`config.mk`:
```
export PLATFORM = sky130hd
export DESIGN_NAME = fft_twiddle_sequencer
export DESIGN_NICKNAME = d
export VERILOG_FILES = /design/src/rtl/fft_pkg.sv /design/src/rtl/twiddle_rom.sv /design/src/rtl/fft_twiddle_sequencer.sv
export SDC_FILE = /design/constraint.sdc
export NUM_CORES = 1
export LEC_CHECK = 0
export CELL_PAD_IN_SITES_DETAIL_PLACEMENT = 0
export CELL_PAD_IN_SITES_GLOBAL_PLACEMENT = 1
export CORE_ASPECT_RATIO = 1.75
export CORE_MARGIN = 2
export CORE_UTILIZATION = 21
export CTS_CLUSTER_DIAMETER = 60
export DETAILED_ROUTE_END_ITERATION = 10
export GPL_ROUTABILITY_DRIVEN = 0
export PLACE_DENSITY = 0.84
export SLEW_MARGIN = 20
export SYNTH_ARGS = -nofsm -noshare
export SYNTH_HDL_FRONTEND = slang
export SYNTH_HIERARCHICAL = 1
export SYNTH_SLANG_ARGS = --single-unit
```
`constraint.sdc`:
```
create_clock -name clk -period 3.15 [get_ports clk]
set_input_delay 0.63 -clock clk [delete_from_list [all_inputs] [get_ports clk]]
set_output_delay 0.63 -clock clk [all_outputs]
set_load 0.03 [all_outputs]
```
`src/rtl/fft_pkg.sv`:
```
// Shared definitions for the SDF FFT stage sequencers.
//
// Contents:
//   N_POINTS_DEF, LOG2N, DATA_WIDTH, TW_IDX_WIDTH : default build constants
//   state_e                                      : sequencer FSM states
//   sin64_q16()                                  : quarter-wave sine on a 64-point grid, Q16
//   scale_q16()                                  : round a non-negative Q16 value to Q<fract>
package fft_pkg;

    localparam int unsigned N_POINTS_DEF = 64;
    localparam int unsigned LOG2N        = 6;
    localparam int unsigned DATA_WIDTH   = 16;
    // Twiddle index spans half the transform length.
    localparam int unsigned TW_IDX_WIDTH = LOG2N - 1;

    typedef enum logic [1:0] {
        IDLE  = 2'd0,
        RUN   = 2'd1,
        DRAIN = 2'd2
    } state_e;

    // round(sin(2*pi*i/64) * 2^16) for i = 0..16; anything else returns 0.
    function automatic int sin64_q16(input int i);
        int v;
        case (i)
            0:       v = 0;
            1:       v = 6424;
            2:       v = 12785;
            3:       v = 19024;
            4:       v = 25080;
            5:       v = 30893;
            6:       v = 36410;
            7:       v = 41576;
            8:       v = 46341;
            9:       v = 50660;
            10:      v = 54491;
            11:      v = 57798;
            12:      v = 60547;
            13:      v = 62714;
            14:      v = 64277;
            15:      v = 65220;
            16:      v = 65536;
            default: v = 0;
        endcase
        return v;
    endfunction

    // Round-half-up rescale of a non-negative Q16 value to Q<fract>.
    function automatic int scale_q16(input int v, input int unsigned fract);
        int r;
        if (fract >= 16) begin
            r = v <<< (fract - 16);
        end else begin
            r = (v + (1 <<< (15 - fract))) >>> (16 - fract);
        end
        return r;
    endfunction

endpackage

```
`src/rtl/twiddle_rom.sv`:
```
// Twiddle-factor ROM for one SDF FFT stage.
//
// Entry m holds (round(cos(2*pi*m/N) * 2^FRACT_SIZE), round(-sin(2*pi*m/N) * 2^FRACT_SIZE)),
// both signed DW bits, for m = 0..N_POINTS/2-1. Read is purely combinational.
// The constants are derived from a 64-point quarter-wave table, so N_POINTS must be a power of
// two no larger than 64 and FRACT_SIZE must be at most 16 for full precision.
//
// Ports:
//   m    in  : twiddle index
//   w_r  out : cos term
//   w_i  out : -sin term
module twiddle_rom import fft_pkg::*; #(
    parameter int unsigned N_POINTS   = N_POINTS_DEF,
    parameter int unsigned FRACT_SIZE = 8,
    parameter int unsigned DW         = DATA_WIDTH,
    parameter int unsigned MW         = TW_IDX_WIDTH
) (
    input  logic [MW-1:0]        m,
    output logic signed [DW-1:0] w_r,
    output logic signed [DW-1:0] w_i
);

    localparam int unsigned DEPTH = N_POINTS / 2;
    // Stride through the 64-point grid for smaller transforms.
    localparam int unsigned STEP  = 64 / N_POINTS;

    logic signed [DW-1:0] cos_tbl  [DEPTH];
    logic signed [DW-1:0] msin_tbl [DEPTH];

    for (genvar e = 0; e < DEPTH; e++) begin : g_tbl
        localparam int J  = e * int'(STEP);
        // Angle on the 64 grid lies in [0, pi); fold onto the first quadrant.
        localparam int CS = (J <= 16) ? scale_q16(sin64_q16(16 - J), FRACT_SIZE)
                                      : -scale_q16(sin64_q16(J - 16), FRACT_SIZE);
        localparam int MS = (J <= 16) ? -scale_q16(sin64_q16(J), FRACT_SIZE)
                                      : -scale_q16(sin64_q16(32 - J), FRACT_SIZE);
        assign cos_tbl[e]  = DW'(CS);
        assign msin_tbl[e] = DW'(MS);
    end

    always_comb begin
        w_r = cos_tbl[m];
        w_i = msin_tbl[m];
    end

endmodule

```
`src/rtl/fft_twiddle_sequencer.sv`:
```
// Sequencer for one radix-2 DIF stage of the SDF FFT.
//
// Counts samples leaving the stage butterfly, derives the twiddle index, looks the twiddle up
// and drives the external complex multiplier. Valid and frame markers are registered once so
// they line up with the multiplier's one-cycle product register.
//
// Build option: define TRIVIAL_TWIDDLE_BYPASS_EN to route W=1 and W=-j samples around the
// multiplier through a local register (multiplier operands forced to 0 on those cycles).
//
// Ports:
//   clk, rst              : clock, synchronous active-high reset
//   in_valid, in_r, in_i  : butterfly output sample
//   mul_in1_r/i           : data operand to the multiplier
//   mul_in2_r/i           : twiddle operand to the multiplier
//   mul_out_r/i           : multiplier product (one cycle after its operands)
//   out_valid, out_r/i    : twiddled sample to the next stage
//   frame_start           : marks the output of sample k=0
//   frame_done            : marks the output of sample k=N_POINTS-1
//   busy                  : high in RUN and DRAIN
module fft_twiddle_sequencer import fft_pkg::*; #(
    parameter  int unsigned N_POINTS     = N_POINTS_DEF,
    parameter  int unsigned STAGE        = 0,
    parameter  int unsigned INTEGER_SIZE = 8,
    parameter  int unsigned FRACT_SIZE   = 8,
    localparam int unsigned DW           = INTEGER_SIZE + FRACT_SIZE
) (
    input  logic                 clk,
    input  logic                 rst,
    input  logic                 in_valid,
    input  logic signed [DW-1:0] in_r,
    input  logic signed [DW-1:0] in_i,
    output logic signed [DW-1:0] mul_in1_r,
    output logic signed [DW-1:0] mul_in1_i,
    output logic signed [DW-1:0] mul_in2_r,
    output logic signed [DW-1:0] mul_in2_i,
    input  logic signed [DW-1:0] mul_out_r,
    input  logic signed [DW-1:0] mul_out_i,
    output logic                 out_valid,
    output logic signed [DW-1:0] out_r,
    output logic signed [DW-1:0] out_i,
    output logic                 frame_start,
    output logic                 frame_done,
    output logic                 busy
);

    localparam int unsigned LG      = $clog2(N_POINTS);
    localparam int unsigned MW      = LG - 1;
    localparam int unsigned BLK_LEN = N_POINTS >> STAGE;
    localparam int unsigned HALF    = BLK_LEN / 2;
    localparam logic [LG-1:0] K_LAST = LG'(N_POINTS - 1);

    state_e state_q, state_d;

    logic [LG-1:0] k_q, k_d;
    logic          out_valid_q;
    logic          frame_start_q;
    logic          frame_done_q;

    logic [LG-1:0] p;
    logic [LG-1:0] off;
    logic [MW-1:0] m;

    logic signed [DW-1:0] w_r, w_i;

    // ------------------------------------------------------------------
    // FSM: state register
    // ------------------------------------------------------------------
    always_ff @(posedge clk) begin
        if (rst) begin
            state_q <= IDLE;
        end else begin
            state_q <= state_d;
        end
    end

    // ------------------------------------------------------------------
    // FSM: next state
    // ------------------------------------------------------------------
    always_comb begin
        state_d = state_q;
        case (state_q)
            IDLE: begin
                if (in_valid) begin
                    state_d = RUN;
                end
            end
            RUN: begin
                // frame_done_q is high the cycle after sample N-1 was accepted.
                if (frame_done_q && !in_valid) begin
                    state_d = DRAIN;
                end
            end
            DRAIN: begin
                state_d = in_valid ? RUN : IDLE;
            end
            default: begin
                state_d = IDLE;
            end
        endcase
    end

    // ------------------------------------------------------------------
    // FSM: outputs
    // ------------------------------------------------------------------
    always_comb begin
        busy = (state_q == RUN) || (state_q == DRAIN);
    end

    // ------------------------------------------------------------------
    // Sample counter and markers aligned to the product register
    // ------------------------------------------------------------------
    always_comb begin
        // Power-of-two length, so natural wrap takes N-1 back to 0.
        k_d = in_valid ? k_q + 1'b1 : k_q;
    end

    always_ff @(posedge clk) begin
        if (rst) begin
            k_q           <= '0;
            out_valid_q   <= 1'b0;
            frame_start_q <= 1'b0;
            frame_done_q  <= 1'b0;
        end else begin
            k_q           <= k_d;
            out_valid_q   <= in_valid;
            frame_start_q <= in_valid && (k_q == '0);
            frame_done_q  <= in_valid && (k_q == K_LAST);
        end
    end

    assign out_valid   = out_valid_q;
    assign frame_start = frame_start_q;
    assign frame_done  = frame_done_q;

    // ------------------------------------------------------------------
    // Twiddle index: upper half of each block gets a rotating twiddle
    // ------------------------------------------------------------------
    always_comb begin
        p   = k_q & LG'(BLK_LEN - 1);
        off = (p - LG'(HALF)) << STAGE;
        m   = (p < LG'(HALF)) ? '0 : MW'(off);
    end

    twiddle_rom #(
        .N_POINTS   (N_POINTS),
        .FRACT_SIZE (FRACT_SIZE),
        .DW         (DW),
        .MW         (MW)
    ) u_twiddle_rom (
        .m   (m),
        .w_r (w_r),
        .w_i (w_i)
    );

`ifdef TRIVIAL_TWIDDLE_BYPASS_EN
    localparam logic [MW-1:0] M_NEG_J = MW'(N_POINTS / 4);

    logic                 bypass;
    logic                 byp_q;
    logic signed [DW-1:0] byp_r_d, byp_i_d;
    logic signed [DW-1:0] byp_r_q, byp_i_q;

    always_comb begin
        bypass  = (m == '0) || (m == M_NEG_J);
        byp_r_d = in_r;
        byp_i_d = in_i;
        // (a + jb) * -j = b - ja
        if (m == M_NEG_J) begin
            byp_r_d = in_i;
            byp_i_d = -in_r;
        end
        // Idle the multiplier on trivial twiddles.
        mul_in1_r = bypass ? '0 : in_r;
        mul_in1_i = bypass ? '0 : in_i;
        mul_in2_r = bypass ? '0 : w_r;
        mul_in2_i = bypass ? '0 : w_i;
    end

    always_ff @(posedge clk) begin
        if (rst) begin
            byp_q   <= 1'b0;
            byp_r_q <= '0;
            byp_i_q <= '0;
        end else if (in_valid) begin
            byp_q   <= bypass;
            byp_r_q <= byp_r_d;
            byp_i_q <= byp_i_d;
        end
    end

    always_comb begin
        out_r = byp_q ? byp_r_q : mul_out_r;
        out_i = byp_q ? byp_i_q : mul_out_i;
    end
`else
    always_comb begin
        mul_in1_r = in_r;
        mul_in1_i = in_i;
        mul_in2_r = w_r;
        mul_in2_i = w_i;
        out_r     = mul_out_r;
        out_i     = mul_out_i;
    end
`endif

endmodule

```
After elaboration in Yosys (flattened, before gate mapping)
Memory sizes are Yosys's and may differ from the RTL's. Index checks and enable logic that the tools add are counted.

Bits in registers: 11. ROM bits: 1024. Memories: 2. Output and inout bits: 100.

Memories: (name not given) (words 32, bits a word 16, rd ports 1, clocked after memory_dff 0, write ports 0, line twiddle_rom.sv:42) `w_r = cos_tbl[m];`; (name not given) (words 32, bits a word 16, rd ports 1, clocked after memory_dff 0, write ports 0, line twiddle_rom.sv:43) `w_i = msin_tbl[m];`.

Reduce and logical (&&, ||, !) cells: 8. Mux-type cells: 9. Add/sub/neg operators: 2. Bitwise logic cells: 1. Magnitude comparators: 2. Equal/unequal tests: 5.

Operators with widths (count): 2-to-1 mux 16 bit (4); adder 6 x 1 -> 6 bit, second input constant (1); equality test 6 bit, second input constant (1); greater-or-equal comparator 6 bit, second input constant (1); logical NOT 6 bit (1); < comparator 6 bit, second input constant (1); inverter 5 -> 6 bit (1); one-hot mux 2 bit (3 select lines) (1); 2-to-1 mux 5 bit (1); subtractor 5 x 1 -> 5 bit, second input constant (1); 2-to-1 mux 2 bit (2); inequality test 2 bit, second input constant (2); logical AND 1 bit (3); equality test 2 x 1 -> 1 bit, second input constant (1); equality test 2 bit, second input constant (1); logical NOT 2 bit (1); AND reduction 2 bit (1); logical NOT 1 bit (1); logical OR 1 bit (1); 2-to-1 mux 1 bit (1).

Depth between registers and ports, before layout
Depth after elaboration: 6. Gate-level depth with buffers: 8. Depth with buffers taken out: 6.

Cells and area by module
Netlist, hierarchy kept.

By module, submodules not included: fft_twiddle_sequencer (times used 1, cells an instance 126, area each 1058.5 um2); twiddle_rom (times used 1, cells an instance 126, area each 929.6 um2).

Worst setup path before layout
No wires, ideal clock.

Path kind: register to output. From: register k_q[1]. To: output port mul_in2_r[8]. Path slack: 0.161 ns. Cell stages (with the launch flop): 9. Arrival: 2.359 ns. Path through: dfxtp_1 -> and2_1 -> buf_2 -> inv_1 -> ha_1 -> buf_2 -> nor3b_2 -> nor2_1 -> nand2b_1.

Cells in the longest elaborated chain, start to end: 6. Elaborated cells between the ends (all ways): 7. Classes of those cells: 1 x add/sub; 1 x order compare; 3 x mux; 1 x bitwise; 1 x memory.

RTL lines: start, declared (line fft_twiddle_sequencer.sv:54) `logic [LG-1:0] k_q, k_d;`; start signal, assigned (line fft_twiddle_sequencer.sv:124) `k_q <= k_d;`; subtractor 5 x 1 -> 5 bit / < comparator 6 bit (equally long branches) (line fft_twiddle_sequencer.sv:140, fft_twiddle_sequencer.sv:141); 2-to-1 mux 5 bit (*) (line fft_twiddle_sequencer.sv:141) `m = (p < LG'(HALF)) ? '0 : MW'(off);`; named net m[1] (line fft_twiddle_sequencer.sv:61) `logic [MW-1:0] m;`; inverter 5 -> 6 bit (not written as such) (*) (line twiddle_rom.sv:42); memory read (32 x 16 bit) (*); 2-to-1 mux 16 bit (not written as such) (*) (2 in a row) (line twiddle_rom.sv:42); end, declared (line fft_twiddle_sequencer.sv:34) `output logic signed [DW-1:0] mul_in2_r,`.

Mark *: on every way through the listed nets, which the timed path passes. The rest lies on a longest branch. The select of a mux whose other input is x is not followed.

Worst setup path in the final report
From: register k_q[5]. To: output port mul_in2_r[0].

Cells in the longest elaborated chain, start to end: 6.

RTL lines (line): < comparator 6 bit (fft_twiddle_sequencer.sv:141); 2-to-1 mux 5 bit (fft_twiddle_sequencer.sv:141); named net m[1] (fft_twiddle_sequencer.sv:61); inverter 5 -> 6 bit (not written as such) (twiddle_rom.sv:42); memory read (32 x 16 bit); 2-to-1 mux 16 bit (not written as such) (2 in a row) (twiddle_rom.sv:42).

The timed path passes the listed nets, and every way through them passes these cells. The select of a mux whose other input is x is not followed.

==> results.yml <==
yosys:
  ys_ff_latch: 11
  synthAdderAreaFrac_pct: 9.44
  synth-main-ff-cell: "dfxtp_1"
  seq_area_frac_synth_pct: 11.1
  synth-async-reset-ratio_pct: 0
  synth_fp_nets: 334
  yosys.area_share.simple_pct: 18.6
  syn_area_per_cell_sq_um: 7.89
  synth_cells: 252
  synth_top_family_by_area: "buffers and inverters"
  synth_edf_count: 0
  yosys_warnings: 6
  synth-compound-area-share_pct: 14.0
  synth.distinct_cells: 55
  syn_area_sq_um: 1990
  synth-xor-area-share_pct: 1.76
  synthMuxAreaShare_pct: 9.44
final_layout:
  utilization_pct: 21.5
  antenna_cells: 0
  nets: 297
  multiInputGateArea_sq_um: 1060
  area_growth_pct: 0.944
  final_common_cell: "buf_4"
  layout-drive-gt1-share_pct: 26.6
  regArea_sq_um: 220
  mostFrequentLayoutCells: "buf_4, nor2_1, ha_1"
  stdcell_count: 336
  n_fill_cell: 1038
detailed_routing:
  avgRoutedWirePerCell_microns: 13.5
  vias: 1494
  ant_nets: 0
  dr.first_iter.drc_count: 38
  drt_wl_total_mm: 4.54
  drt_first_pass_iters: 4
  vias_per_cell: 4.45
  drc: 0
job:
  cap_violations: 0
critical_path:
  setup.worst_path.end_class: "primary output"
  startpoint: "k_q[5]"
  crit_family: "multiplexers"
  cp_slowest_cell: "mux4_2"
  r2r-start: "state_q[0]"
  crit_type: "reg2out"
  critPathMaxStageDelay_ns: 0.48
  path_cells: "and2_1 > inv_1 > ha_2 > nor2b_1 > a21oi_1 > mux4_2 > buf_4"
  timing.critical_path.buf_inv: 2
  cp_max_fo: 8
  arrival_ns: 2.33
  start_kind: "register"
  required_ns: 2.52
place:
  hpwl_mm: 3.58
  place_inst: 332
  port_buffers: 38
clock_tree:
  clk_pin_slew_ns: 0.04
  cts_tree: "done"
  post_cts_buffers: 0
  clockBufferDepth: 2
  h-tree-depth: 1
  clkSinkCount: 11
  post_cts_resized: 4
  cts_root_buf: "clkbuf_16"
  cts_made_buffers: 3
  worstSkewPairLatency_ns: 0.23
  cts_hold_buffers: 0
sta:
  max_freq_mhz: 337
  hold_violations: 0
  rsz0062_at_grt: "false"
  relSlewSlack_pct: 67.2
  tightest_slew_ns: 0.492
  slew_viol_final: 0
  finalCritPeriodShare_pct: 94.1
  skew_ns: 0.000385
  setup-violations-final: 0
  holdWs_ns: 0.537
  finalSetupTns_ns: 0
  min_period_ns: 2.96
floorplanning:
  fp.dieH_microns: 133
  initial_utilization_pct: 21.3
  core_area_sq_um: 9350
  die_area_sq_um: 10300
  dieWidth_microns: 77.6
  row_count: 47
  io_pins: 167
global_route:
  grt_pass1_vias: 1503
  grtUsageTotal_pct: 8.52
  grt_pass1_wl_mm: 7.17
  grt-ovfl-total: 0
  antenna_found_initial: 0
  grt_max_degree: 34
run_status:
  status: "completed"
power_and_ir_drop:
  p_per_area_nw_per_um2: 226
  ir_drop_uv: 285
  p_total_uw: 454
  p_leak_nw: 0.872
hold_path:
  hold_path_class: "reg2reg"
  holdCritStartpoint: "state_q[1]"
==> through the flow <==
stage / instance area (sq um) / worst slack (ns)
2_1_floorplan: 1990 / 0.161
3_3_place_gp: 1930 / 0.230
3_5_place_dp: 1930 / 0.157
4_1_cts: 2000 / 0.121
5_1_grt: 2010 / 0.0107
6_report: 2010 / 0.187
==> Yosys cell counts (4+ instances only) <==
library cell,count,area [sq um]
buf_4,79,593
ha_1,15,188
nor2_1,15,56.3
a21oi_1,11,55.1
dfxtp_1,11,220
nand2_1,11,41.3
inv_1,10,37.5
o21ai_0,9,45.0
buf_2,8,40.0
mux4_2,7,158
nand2b_1,7,43.8
nor2b_1,5,31.3
and2_1,4,25.0
==> cell type report <==
type                    count  share of cell area [%]
flip-flops and latches     11                    11.0
clock buffers               4                    3.93
multi-input cells         138                    52.9
well taps                 122                    7.61
inverters                  12                    2.24
repair buffers             49                    22.3
==> per-layer routing <==
metal / GRT usage [%] / share of wire (%)
met1: 7.83 / 35
met2: 15.2 / 48
met3: 1.57 / 7.8
met4: 8.23 / 8.9
met5: 0 / 0
==> worst reg2reg max path: stages, from the launching register on <==
cell	delay [ns]
dfxtp_1	0.38
inv_1	0.10
ha_1	0.22
and2b_1	0.15
a21oi_1	0.23
mux2i_1	0.22
==> flip-flops by register name, indices dropped and copies added (netlist names) <==
signal	flops
k_q	6
frame_start	1
frame_done	1
state_q	2
out_valid	1
==> cell families after synthesis <==
logic type	Yosys count
buffers and inverters	103
AND/OR/NAND/NOR	67
AO/OA/AOI/OAI	42
adder cells (fa/ha/maj)	15
flip-flops	11
multiplexers	10
XOR/XNOR	4
==> report_power, final <==
group | switching [mW] | total (mW) | internal [mW]
Sequential | 0.00693 | 0.155 | 0.148
Clock | 0.0561 | 0.225 | 0.169
Combinational | 0.0411 | 0.0729 | 0.0318
==> path summary, 6_finish.rpt <==
| kind | depth (start not counted) | to | slack [ns] |
|---|---|---|---|
| setup / recovery | 7 | mul_in2_r[0] | 0.19 |
| hold / removal | 2 | state_q[1] | 0.54 |
| setup reg to reg | 5 | state_q[1] | 1.78 |
| hold reg to reg | 2 | state_q[1] | 0.54 |
(Power assumes the default switching activity.)
